**src/rtl/serdes_apb_pkg.sv**
```systemverilog
// serdes_apb_pkg: init table, poll target and FSM types shared by the APB init/command master
package serdes_apb_pkg;
  typedef enum logic [2:0] {ST_IDLE, ST_SETUP, ST_ACCESS, ST_EVAL, ST_READY} state_t;
  typedef enum logic [1:0] {M_INIT, M_POLL, M_USER} mode_t;
  typedef struct packed {
    logic        write;
    logic [13:2] addr;
    logic [31:0] data;
  } init_entry_t;
  localparam int INIT_LEN = 2;
  // word addresses: byte 0x010 <= 0x1, byte 0x020 <= 0xA5
  localparam init_entry_t INIT_TABLE [INIT_LEN] = '{
    '{1'b1, 12'h004, 32'h0000_0001},
    '{1'b1, 12'h008, 32'h0000_00A5}
  };
  localparam logic [13:2] POLL_ADDR = 12'h00C;
  localparam logic [31:0] POLL_MASK = 32'h0000_0001;
  // indices past the table yield the status read used by the lock poll
  function automatic init_entry_t load_entry(input int i);
    load_entry = '{1'b0, POLL_ADDR, 32'h0};
    for (int k = 0; k < INIT_LEN; k++) if (i == k) load_entry = INIT_TABLE[k];
  endfunction
endpackage

```
**src/rtl/serdes_apb_master.sv**
```systemverilog
// serdes_apb_master: APB master that runs an init table, polls for lock, then serves user commands
module serdes_apb_master
  import serdes_apb_pkg::*;
#(
  parameter int TIMEOUT    = 256,
  parameter int POLL_LIMIT = 1024
) (
  input  logic        APB_M_PCLK,
  input  logic        APB_M_PRESET,
  input  logic        START,
  input  logic        CMD_VALID,
  output logic        CMD_READY,
  input  logic        CMD_WRITE,
  input  logic [13:2] CMD_ADDR,
  input  logic [31:0] CMD_WDATA,
  output logic        RSP_VALID,
  output logic [31:0] RSP_RDATA,
  output logic        RSP_ERR,
  output logic        INIT_DONE,
  output logic        INIT_FAIL,
  output logic        APB_M_PSEL,
  output logic        APB_M_PENABLE,
  output logic        APB_M_PWRITE,
  output logic [13:2] APB_M_PADDR,
  output logic [31:0] APB_M_PWDATA,
  input  logic [31:0] APB_M_PRDATA,
  input  logic        APB_M_PREADY,
  input  logic        APB_M_PSLVERR
);
  localparam int TW = $clog2(TIMEOUT + 1);
  localparam int PW = $clog2(POLL_LIMIT + 1);
  state_t      state_q, state_d;
  mode_t       mode_q, mode_d;
  logic [7:0]  idx_q, idx_d, nxt;
  logic [TW-1:0] wait_q, wait_d;
  logic [PW-1:0] poll_q, poll_d;
  logic        write_q, write_d;
  logic [13:2] addr_q, addr_d;
  logic [31:0] wdata_q, wdata_d;
  logic [31:0] rdata_q, rdata_d;
  logic        err_q, err_d;
  logic        done_q, done_d;
  logic        fail_q, fail_d;

  always_comb begin
    state_d = state_q;
    mode_d  = mode_q;
    idx_d   = idx_q;
    wait_d  = wait_q;
    poll_d  = poll_q;
    write_d = write_q;
    addr_d  = addr_q;
    wdata_d = wdata_q;
    rdata_d = rdata_q;
    err_d   = err_q;
    done_d  = done_q;
    fail_d  = fail_q;
    nxt     = idx_q + 8'd1;
    case (state_q)
      ST_IDLE: if (START) begin
        {write_d, addr_d, wdata_d} = load_entry(0);
        mode_d  = (INIT_LEN == 0) ? M_POLL : M_INIT;
        idx_d   = '0;
        poll_d  = '0;
        state_d = ST_SETUP;
      end
      ST_SETUP: begin
        wait_d  = '0;
        state_d = ST_ACCESS;
      end
      ST_ACCESS: if (APB_M_PREADY) begin
        rdata_d = write_q ? 32'h0 : APB_M_PRDATA;
        err_d   = APB_M_PSLVERR;
        state_d = ST_EVAL;
      end else if (wait_q == TW'(TIMEOUT - 1)) begin
        rdata_d = 32'h0;
        err_d   = 1'b1;
        state_d = ST_EVAL;
      end else begin
        wait_d = wait_q + TW'(1);
      end
      ST_EVAL: if (mode_q == M_USER) begin
        state_d = ST_READY;
      end else if (err_q) begin
        fail_d  = 1'b1;
        state_d = ST_READY;
      end else if (mode_q == M_INIT) begin
        idx_d   = nxt;
        {write_d, addr_d, wdata_d} = load_entry(int'(nxt));
        mode_d  = (int'(nxt) >= INIT_LEN) ? M_POLL : M_INIT;
        state_d = ST_SETUP;
      end else if ((rdata_q & POLL_MASK) == POLL_MASK) begin
        done_d  = 1'b1;
        state_d = ST_READY;
      end else if (poll_q == PW'(POLL_LIMIT - 1)) begin
        fail_d  = 1'b1;
        state_d = ST_READY;
      end else begin
        poll_d  = poll_q + PW'(1);
        state_d = ST_SETUP;
      end
      ST_READY: if (CMD_VALID) begin
        write_d = CMD_WRITE;
        addr_d  = CMD_ADDR;
        wdata_d = CMD_WDATA;
        mode_d  = M_USER;
        state_d = ST_SETUP;
      end
      default: state_d = ST_IDLE;
    endcase
  end

  always_ff @(posedge APB_M_PCLK or posedge APB_M_PRESET) begin
    if (APB_M_PRESET) begin
      state_q <= ST_IDLE;
      mode_q  <= M_INIT;
      idx_q   <= '0;
      wait_q  <= '0;
      poll_q  <= '0;
      write_q <= 1'b0;
      addr_q  <= '0;
      wdata_q <= '0;
      rdata_q <= '0;
      err_q   <= 1'b0;
      done_q  <= 1'b0;
      fail_q  <= 1'b0;
    end else begin
      state_q <= state_d;
      mode_q  <= mode_d;
      idx_q   <= idx_d;
      wait_q  <= wait_d;
      poll_q  <= poll_d;
      write_q <= write_d;
      addr_q  <= addr_d;
      wdata_q <= wdata_d;
      rdata_q <= rdata_d;
      err_q   <= err_d;
      done_q  <= done_d;
      fail_q  <= fail_d;
    end
  end

  assign CMD_READY     = state_q == ST_READY;
  assign RSP_VALID     = state_q == ST_EVAL && mode_q == M_USER;
  assign RSP_RDATA     = RSP_VALID ? rdata_q : 32'h0;
  assign RSP_ERR       = RSP_VALID & err_q;
  assign INIT_DONE     = done_q;
  assign INIT_FAIL     = fail_q;
  assign APB_M_PSEL    = state_q == ST_SETUP || state_q == ST_ACCESS;
  assign APB_M_PENABLE = state_q == ST_ACCESS;
  assign APB_M_PWRITE  = write_q;
  assign APB_M_PADDR   = addr_q;
  assign APB_M_PWDATA  = wdata_q;
endmodule

```
**config.mk**
```make
export PLATFORM = sky130hd
export DESIGN_NAME = serdes_apb_master
export DESIGN_NICKNAME = d
export VERILOG_FILES = /design/src/rtl/serdes_apb_pkg.sv /design/src/rtl/serdes_apb_master.sv
export SDC_FILE = /design/constraint.sdc
export NUM_CORES = 1
export LEC_CHECK = 0
export CAP_MARGIN = 20
export CORE_MARGIN = 2
export CORE_UTILIZATION = 42
export CTS_CLUSTER_SIZE = 8
export DETAILED_ROUTE_END_ITERATION = 10
export PLACE_DENSITY = 0.87
export SKIP_LAST_GASP = 1
export SYNTH_ARGS = -nofsm -noshare
export SYNTH_HDL_FRONTEND = slang
export SYNTH_SLANG_ARGS = --single-unit
```
**constraint.sdc**
```tcl
create_clock -name APB_M_PCLK -period 3.7 [get_ports APB_M_PCLK]
set_input_delay 0.555 -clock APB_M_PCLK [delete_from_list [all_inputs] [get_ports APB_M_PCLK]]
set_output_delay 0.555 -clock APB_M_PCLK [all_outputs]
set_load 0.01 [all_outputs]
```
# Word-level counts from Yosys, hierarchy flattened
# Index checks and enable logic that the tools add are counted.
# totals
register_bits,113
input_bits,83
out_inout_bits,84
wordCells,121
# classes
n_addsub,3
n_lt_le_gt_ge,1
eq_ne,21
n_mux,62
bitwise,4
reduce_logical,18
# op_table
cell,n
$mux 32,9
$pmux 32 s3,1
$mux 45,2
$mux 11,6
$mux 12,5
$pmux 12 s3,1
$mux 8,4
$mux 3,9
$ne 2x2->1 const B,11
$pmux 11 s2,1
$mux 9,2
$pmux 9 s2,1
$pmux 8 s2,1
$pmux 3 s5,1
$reduce_and 5->1,3
$mux 1,12
$add 11x1->11 const B,1
$eq 11x10->1 const B,1
$mux 2,5
$add 9x1->9 const B,1
$eq 9x8->1 const B,1
$add 8x1->8 const B,1
$eq 8x2->1 const B,1
$ge 8x2->1 const B,1
21 further kinds,28

# Depth between registers and ports, before layout
# Gate-level depths: netlist of the first run.
# depth
ltp_word,8
mapped_depth,9
ltp_nobuf,9

# Worst setup path before layout of the first run
# Ideal clock, no wire load.
# synth_timing
kind,reg-to-reg
from,register wait_q[0]
to,register wait_q[7]
setup_ns,0.149
arrival_ns,1.998
required_ns,3.551
slack_ns,1.553
stages_incl_launch_ff,10
n_path_buf,0
period_less_slack_ns,2.147
cell_sequence,dfrtp_1 ha_1 nand3_1 nor2_1 ha_1 or4b_4 a21oi_4 nand4_1 xor2_1 nor2_1
# synth_via
elab_chain_len,4
elab_cells_between_ends,7
cone_classes,add/sub (1); eq/ne (2); mux (3); reduce/logical (1)
# synth_rtl
element,line,text
from (decl),serdes_apb_master.sv:35,"logic [TW-1:0] wait_q, wait_d;"
from (signal assigned),serdes_apb_master.sv:131,wait_q <= wait_d;
$add 9x1->9,serdes_apb_master.sv:80,wait_d = wait_q + TW'(1);
$mux 9,serdes_apb_master.sv:75,end else if (wait_q == TW'(TIMEOUT - 1)) begin
$mux 9,serdes_apb_master.sv:71,ST_ACCESS: if (APB_M_PREADY) begin
$pmux 9 s2,serdes_apb_master.sv:59,case (state_q)
# Several ways; a longest one is shown, not always the timed one. The select of a mux whose other input is x is not followed.
# A chain may end at the register's enable or synchronous reset.

# Worst setup path in the final report of the first run
# layout_timing
from,register state_q[2]
to,output RSP_RDATA[19]
# layout_via
elab_chain_len,3
# layout_rtl
element,line,text
from (decl),serdes_apb_master.sv:32,"state_t state_q, state_d;"
from (signal assigned),serdes_apb_master.sv:128,state_q <= state_d;
$eq 3x2->1,serdes_apb_master.sv:144,assign RSP_VALID = state_q == ST_EVAL && mode_q == M_USER;
$logic_and 1x1->1,serdes_apb_master.sv:144,
$mux 32,serdes_apb_master.sv:145,assign RSP_RDATA = RSP_VALID ? rdata_q : 32'h0;
to (decl),serdes_apb_master.sv:17,"output logic [31:0] RSP_RDATA,"
# Every way passes these cells.

==> qor_table.md, run 1 <==
| Group | Parameter | Value |
|---|---|---|
| synthesis | Primary FF master, synth | sky130_fd_sc_hd__dfrtp_1 |
| power and ir drop | Pint | 3.38 mW |
| route | Initial DRC count | 334 |
| synthesis | Most common cell in the synthesized netlist | sky130_fd_sc_hd__dfrtp_1 |
| power and ir drop | Max rail drop VDD | 0.297 mV |
| setup path | Critical path startpoint category | register |
| status | Result of the run | completed |
| synthesis | Proportion of synthesized chip area in sequential cells | 0.537 |
| floorplan | Core region area | 12100 µm² |
| floorplan | Die height | 116 µm |
| synthesis | Number of flip-flops and latches in the synthesized netlist | 113 |
| clocking | TritonCTS clock tree | built |
| placement | Final RePlAce weighted congestion | 0.863 |
| setup path | Capturing element type of the critical path | output pin |
| route | Drt total wl | 14100 µm |
| power and ir drop | Register share of total power | 0.357 |
| placement | Post-placement cell area | 7070 µm² |
| grt | Maximum number of pins on one net before global-route repair | 71 |
| grt | Antenna violations before repair | 0 |
| power and ir drop | Static power due to leakage | 3.30 nW |
| route | Number of vias after detailed routing | 4628 |
| flow run | Maximum capacitance violations | 0 |
| power and ir drop | Reported net switching power | 1.60 mW |
| synthesis | Average cell area after synthesis | 9.85 µm² |
| clocking | Reg clk slew, reported paths | 0.06 ns |
| power and ir drop | Logic gate share of total power | 0.290 |
| setup path | Critical-path cell list | nand3b_1 > nor2_1 > buf_4 > and2_1 > clkdlybuf4s50_1 |
| min path | Start point of the worst min-delay path | rdata_q[9]$_DFFE_PP0P_ |
| setup path | Startpoint of the lowest-slack register-to-register path | state_q[2]$_DFFE_PP0P_ |
| synthesis | Number of instances in the synthesized netlist | 534 |
| synthesis | Dominant cell type by area after synthesis | sky130_fd_sc_hd__dfrtp_1 |
| final layout | Area occupied by registers | 2830 µm² |
| floorplan | Number of placement rows | 40 |
| sta | Maximum frequency from static timing analysis | 335 MHz |
| setup path | CP Data Arrival Time | 2.43 ns |
| final layout | Nets | 783 |
| grt | Vias in the first global route | 4519 |
| sta | Worst clock skew | 0.0112 ns |
| final layout | Area occupied by multi-input gates | 2250 µm² |
| final layout | Layout Utilization | 0.637 |
| clocking | Worst-skew pair later-pin latency | 0.41 ns |
| setup path | Critical path origin | state_q[2]$_DFFE_PP0P_ |
| sta | Post-route setup TNS | 0 ns |
| sta | WHS | 0.469 ns |
| sta | RSZ-0062 raised after global routing | no |
| setup path | Crit Path Category | reg -> out |
| clocking | Number of levels in the clock H-tree | 4 |
| clocking | Number of sinks handled by clock tree synthesis | 113 |
| setup path | Max incr delay on CP | 0.58 ns |
| grt | First-pass GRT wire length | 22300 µm |
| floorplan | Die area | 13400 µm² |
| clocking | Buffers inserted during post-CTS setup optimization | 0 |
| sta | Total setup violations reported at the end of the flow | 0 |
| final layout | Post-layout instance area | 7710 µm² |
| power and ir drop | Pwr per Cell Area | 646 nW/µm² |
| route | Detailed-router iteration count before antenna repair | 5 |
| power and ir drop | Total design power | 4.98 mW |
| route | Post-detailed-route via-to-cell ratio | 5.30 |
| synthesis | Number of enable-type register cells in the synthesized netlist | 0 |
| floorplan | Die span in x | 116 µm |
| clocking | Number of hold buffers added after cts | 0 |
| clocking | Number of buffers created by CTS | 17 |
| route | Average wire per standard cell | 16.1 µm |
| setup path | Max Fanout on Critical Path | 33 |
| floorplan | Boundary Pins | 167 |
| synthesis | List of most frequent post-synthesis cells | sky130_fd_sc_hd__dfrtp_1, sky130_fd_sc_hd__nand2_1, sky130_fd_sc_hd__o21ai_0 |
| final layout | Proportion of layout cells with a drive suffix above 1 | 0.0779 |
| min path | Hold Crit Class | reg -> reg |
| synthesis | Combined area of all synthesized cells | 5260 µm² |
| synthesis | Synth async-reset ratio | 1.00 |
| setup path | Data required time at the worst endpoint | 3.14 ns |
| synthesis | Area fraction of the dominant cell type after synthesis | 0.537 |
| sta | Shortest period the worst path allows | 2.98 ns |
| clocking | Cells resized by post-CTS repair | 0 |
| grt | Global route overflow | 0 |
| power and ir drop | Fraction of power spent switching nets | 0.321 |
| clocking | CTS max path bufs | 2 |
| power and ir drop | Clock network fraction of design power | 0.353 |
| final layout | FILL cells | 982 |
| synthesis | Yosys warning count | 0 |
| route | Antenna Nets Post-Route | 0 |
| sta | Remaining max-slew budget at the tightest pin | 0.377 |
| sta | Final clock period utilization by the worst path | 0.806 |
| sta | Least-Margin Pin Slew | 0.933 ns |
| synthesis | Cell variety after synth | 50 |
| final layout | Antenna diodes | 0 |
| placement | Half-perimeter wire length of the detailed placement result | 9820 µm |
| floorplan | Starting density of the core | 0.434 |
| synthesis | Syn nets | 624 |
| final layout | Layout area overhead | 46.6% |
| grt | Total global routing track utilization | 0.215 |
| placement | Number of port buffers | 166 |
| synthesis | Top post-synthesis cells by area | sky130_fd_sc_hd__dfrtp_1, sky130_fd_sc_hd__a22o_1, sky130_fd_sc_hd__nand2_1 |
| clocking | Root Buffer | sky130_fd_sc_hd__clkbuf_16 |
| setup path | Slowest library cell on the worst path | sky130_fd_sc_hd__dfrtp_1 |
| sta | Max Slew Vio Count | 0 |
| sta | Final hold vios | 0 |
| route | Total DRC errors in the routed layout | 0 |
[path summary, 6_finish.rpt]
check | slack [ns] | depth (start not counted) | to
worst max-delay path | 0.72 | 5 | RSP_RDATA[19]
worst max register to register | 1.00 | 5 | APB_M_PADDR[2]$_DFFE_PP0P_
max in group asynchronous | 2.24 | 3 | rdata_q[29]$_DFFE_PP0P_
worst min-delay path | 0.47 | 2 | rdata_q[9]$_DFFE_PP0P_
min in group asynchronous | 0.67 | 2 | APB_M_PWDATA[28]$_DFFE_PP0P_
worst min register to register | 0.47 | 2 | rdata_q[9]$_DFFE_PP0P_
[cell usage in the layout, fill, tap and decap left out, types with 4 or more instances in the layout]
cell and count:
sky130_fd_sc_hd__a221o_1 4, sky130_fd_sc_hd__xor2_1 6, sky130_fd_sc_hd__clkbuf_16 17, sky130_fd_sc_hd__nand2_1 88, sky130_fd_sc_hd__o21ai_0 58, sky130_fd_sc_hd__a31oi_1 9, sky130_fd_sc_hd__nand3b_1 5, sky130_fd_sc_hd__clkinv_4 5
sky130_fd_sc_hd__clkdlybuf4s50_1 166, sky130_fd_sc_hd__and3_1 6, sky130_fd_sc_hd__nand3_1 7, sky130_fd_sc_hd__nand2b_1 4, sky130_fd_sc_hd__nor2_1 29, sky130_fd_sc_hd__buf_4 7, sky130_fd_sc_hd__a22o_1 39, sky130_fd_sc_hd__bufinv_16 4
sky130_fd_sc_hd__inv_1 11, sky130_fd_sc_hd__ha_1 7, sky130_fd_sc_hd__and2_1 37, sky130_fd_sc_hd__a21oi_1 12, sky130_fd_sc_hd__dfrtp_1 113, sky130_fd_sc_hd__nand4_1 9, sky130_fd_sc_hd__nor3_1 7
[logic make-up (layout without fill, tap and decap cells)]
| group | Yosys count | count (layout) | share of synthesized area |
|---|---|---|---|
| simple gates | 208 | 208 | 0.195 |
| compound gates | 150 | 150 | 0.195 |
| flops | 113 | 113 | 0.537 |
| buf+inv | 46 | 218 | 0.0376 |
| xor+xnor | 8 | 8 | 0.0133 |
| fa+ha+maj | 7 | 7 | 0.0166 |
| mux | 2 | 2 | 0.00404 |
[layout make-up]
class | count | area share
Timing Repair Buffer | 174 | 0.225
Multi-Input combinational cell | 375 | 0.292
Inverter | 12 | 0.00617
Tap cell | 168 | 0.0273
Clock buffer | 18 | 0.0570
Clock inverter | 14 | 0.0263
Sequential cell | 113 | 0.367
[sequential cells by signal, summed over array words and instances, names as in the netlist, 2 cells and up]
name,count
APB_M_PADDR,12
APB_M_PWDATA,32
idx_q,8
mode_q,2
poll_q,11
rdata_q,32
state_q,3
wait_q,9
[stage by stage]
stage               std cells  setup slack (ns)
finish                    874             0.716
global route              874             0.557
CTS                       874             0.700
detailed placement        842             0.937
global placement          842              1.00
floorplan                 534             0.158
[per-layer routing]
| layer | share of wire | global-route usage |
|---|---|---|
| met2 | 0.49 | 0.350 |
| met1 | 0.42 | 0.273 |
| met4 | 0.015 | 0.0968 |
| met3 | 0.070 | 0.0518 |
| met5 | 0 | 0 |
[critical path, delay by kind of cell (launching register included)]
kind / cells / cell delay [ns]
simple gates: 3 / 0.60
buf+inv: 2 / 0.82
flops: 1 / 0.58
[power by group through the flow]
stage | logic, mW | registers, mW | clock network [mW]
after floorplan | 0.794 | 1.78 | 0
after global placement | 1.38 | 1.78 | 0
after detailed placement | 1.44 | 1.79 | 0
after CTS | 1.45 | 1.78 | 1.78
after global routing | 1.59 | 1.82 | 1.84
final | 1.44 | 1.78 | 1.76
(Power assumes the default switching activity.)
==> run 2, diff against run 1 <==
- CORE_UTILIZATION: 42 -> 47
- PLACE_DENSITY: 0.87 -> 0.92
- clock period: 3.7 -> 2.9 ns (I/O delays scaled with it)
==> qor_table.md, run 2 (synthesis results as in run 1) <==
| Group | Parameter | Value |
|---|---|---|
| status | Result of the run | completed |
| final layout | Nets | 788 |
| route | Length of routed wiring on met1 | 5680 µm |
| sta | Worst clock skew | 0.00829 ns |
| route | Total DRC errors in the routed layout | 0 |
| power and ir drop | Static power due to leakage | 3.29 nW |
| grt | Maximum number of pins on one net before global-route repair | 66 |
| clocking | Number of levels in the clock H-tree | 4 |
| placement | Final RePlAce weighted congestion | 0.846 |
| placement | Number of port buffers | 166 |
| clocking | Root Buffer | sky130_fd_sc_hd__clkbuf_8 |
| floorplan | Core region area | 10900 µm² |
| clocking | Worst-skew pair later-pin latency | 0.52 ns |
| setup path | Depth of the worst register-to-register path | 9 |
| power and ir drop | Pwr per Cell Area | 805 nW/µm² |
| sta | Final clock period utilization by the worst path | 0.970 |
| placement | Number of placed instances with taps included | 818 |
| final layout | Most frequent standard cell in the layout excluding fill and tap cells | sky130_fd_sc_hd__clkdlybuf4s50_1 |
| power and ir drop | Max rail drop VDD | 0.423 mV |
| grt | Total global routing track utilization | 0.249 |
| grt | Global route overflow | 0 |
| setup path | Data required time at the worst endpoint | 2.47 ns |
| route | Antenna Nets Post-Route | 0 |
| final layout | Proportion of layout cells with a drive suffix above 1 | 0.0858 |
| final layout | FILL cells | 785 |
| floorplan | Starting density of the core | 0.483 |
| setup path | Max Fanout on Critical Path | 16 |
| route | Total met3 wirelength after detailed routing | 1180 µm |
| setup path | Crit Path Category | reg -> out |
| clocking | Number of sinks handled by clock tree synthesis | 113 |
| sta | Maximum frequency from static timing analysis | 356 MHz |
| sta | Total setup violations reported at the end of the flow | 0 |
| grt | First-pass GRT wire length | 23300 µm |
| setup path | Capturing element type of the critical path | output pin |
| floorplan | Die height | 110 µm |
| route | DR WL met2 | 7700 µm |
| sta | Final hold vios | 0 |
| floorplan | Boundary Pins | 167 |
| floorplan | Die span in x | 110 µm |
| sta | Final worst-path setup slack | 0.0876 ns |
| sta | Remaining max-slew budget at the tightest pin | 0.400 |
| placement | Post-Place Worst Slack | 0.506 ns |
| setup path | Critical path startpoint category | register |
| floorplan | Number of placement rows | 38 |
| final layout | Layout area overhead | 45.8% |
| sta | Max Slew Vio Count | 0 |
| clocking | TritonCTS clock tree | built |
| floorplan | Die area | 12100 µm² |
| min path | Hold Crit Class | in -> async |
| route | Drt total wl | 14800 µm |
| final layout | Antenna diodes | 0 |
| placement | Half-perimeter wire length of the detailed placement result | 10300 µm |
| route | Average wire per standard cell | 17.4 µm |
| sta | RSZ-0062 raised after global routing | no |
| final layout | Final Instance Count excl. Fillers | 851 |
| route | Detailed-router iteration count before antenna repair | 6 |
| route | Number of vias after detailed routing | 4802 |
| route | Post-detailed-route via-to-cell ratio | 5.64 |
| grt | Antenna violations before repair | 0 |
| flow run | Maximum capacitance violations | 0 |
| sta | Least-Margin Pin Slew | 0.899 ns |
| sta | Post-route setup TNS | 0 ns |
| sta | Shortest period the worst path allows | 2.81 ns |
| route | Uppermost layer routed | met4 |
| clocking | Buffers inserted during post-CTS setup optimization | 0 |
| clocking | CTS max path bufs | 2 |
| grt | Vias in the first global route | 4839 |
| clocking | Number of buffers created by CTS | 17 |
| final layout | Most frequent cells in the layout | sky130_fd_sc_hd__clkdlybuf4s50_1, sky130_fd_sc_hd__dfrtp_1, sky130_fd_sc_hd__nand2_1 |
| route | Initial DRC count | 406 |
| final layout | Post-layout instance area | 7670 µm² |
| clocking | Reg clk slew, reported paths | 0.06 ns |
| placement | Post-placement cell area | 7080 µm² |
| setup path | CP Data Arrival Time | 2.38 ns |
## run 2: changes by cell type in the layout (fill, tap and decap cells not counted), sizes merged
| cell | change |
|---|---|
| bufinv | -2 |
| clkinvlp | +4 |
| clkinv | -2 |
| buf | +5 |
## run 2: through the flow
stage	hold slack, ns	power [mW]	util
detailed placement	0.467	4.15	0.650
global route	0.450	6.52	0.705
CTS	0.410	6.18	0.703
floorplan	0.442	3.28	-
finish	0.404	6.17	0.705
global placement	0.453	4.04	0.650
## run 2: critical path, cell delays in order (launching register included)
cell	delay (ns)
sky130_fd_sc_hd__dfrtp_1	0.44
sky130_fd_sc_hd__nand2b_1	0.30
sky130_fd_sc_hd__nor2_4	0.19
sky130_fd_sc_hd__buf_4	0.22
sky130_fd_sc_hd__and2_1	0.16
sky130_fd_sc_hd__clkdlybuf4s50_1	0.54
## run 2: what timing repair did
action / in CTS / in global routing
hold buffers: 0 / 0
setup endpoints to repair: 0 / 32
gates resized for setup: 0 / 6
## run 2: routing by layer
metal,track usage,vias up
met5,0,-
met4,0.0940,0
met3,0.0705,30
met2,0.428,234
met1,0.296,2313
li1,-,2225
## run 2: worst paths after layout
path | from | to | slack (ns)
max | mode_q[0]$_DFFE_PP0P_ | RSP_RDATA[11] | 0.09
min | APB_M_PRESET | rdata_q[14]$_DFFE_PP0P_ | 0.40
max reg2reg | wait_q[0]$_DFFE_PP0P_ | wait_q[6]$_DFFE_PP0P_ | 0.48
min reg2reg | INIT_FAIL$_DFFE_PP0P_ | INIT_FAIL$_DFFE_PP0P_ | 0.48
max in group asynchronous | APB_M_PRESET | APB_M_PWDATA[11]$_DFFE_PP0P_ | 1.83
min in group APB_M_PCLK | APB_M_PRDATA[26] | rdata_q[26]$_DFFE_PP0P_ | 0.46
## run 2: area by class of cell
type	count	area, µm²	area share
Sequential cell	113	2830	0.369
Multi-Input combinational cell	375	2260	0.294
Timing Repair Buffer	179	1790	0.233
Clock buffer	18	418	0.0545
Tap cell	140	175	0.0228
Clock inverter	14	156	0.0204
Inverter	12	48.8	0.00636
## run 2: power by group
group	switching, mW	leakage, nW	total [mW]	internal (mW)
Sequential	0.303	1.53	2.26	1.96
Combinational	0.997	1.48	1.91	0.909
Clock	0.773	0.269	2.01	1.23
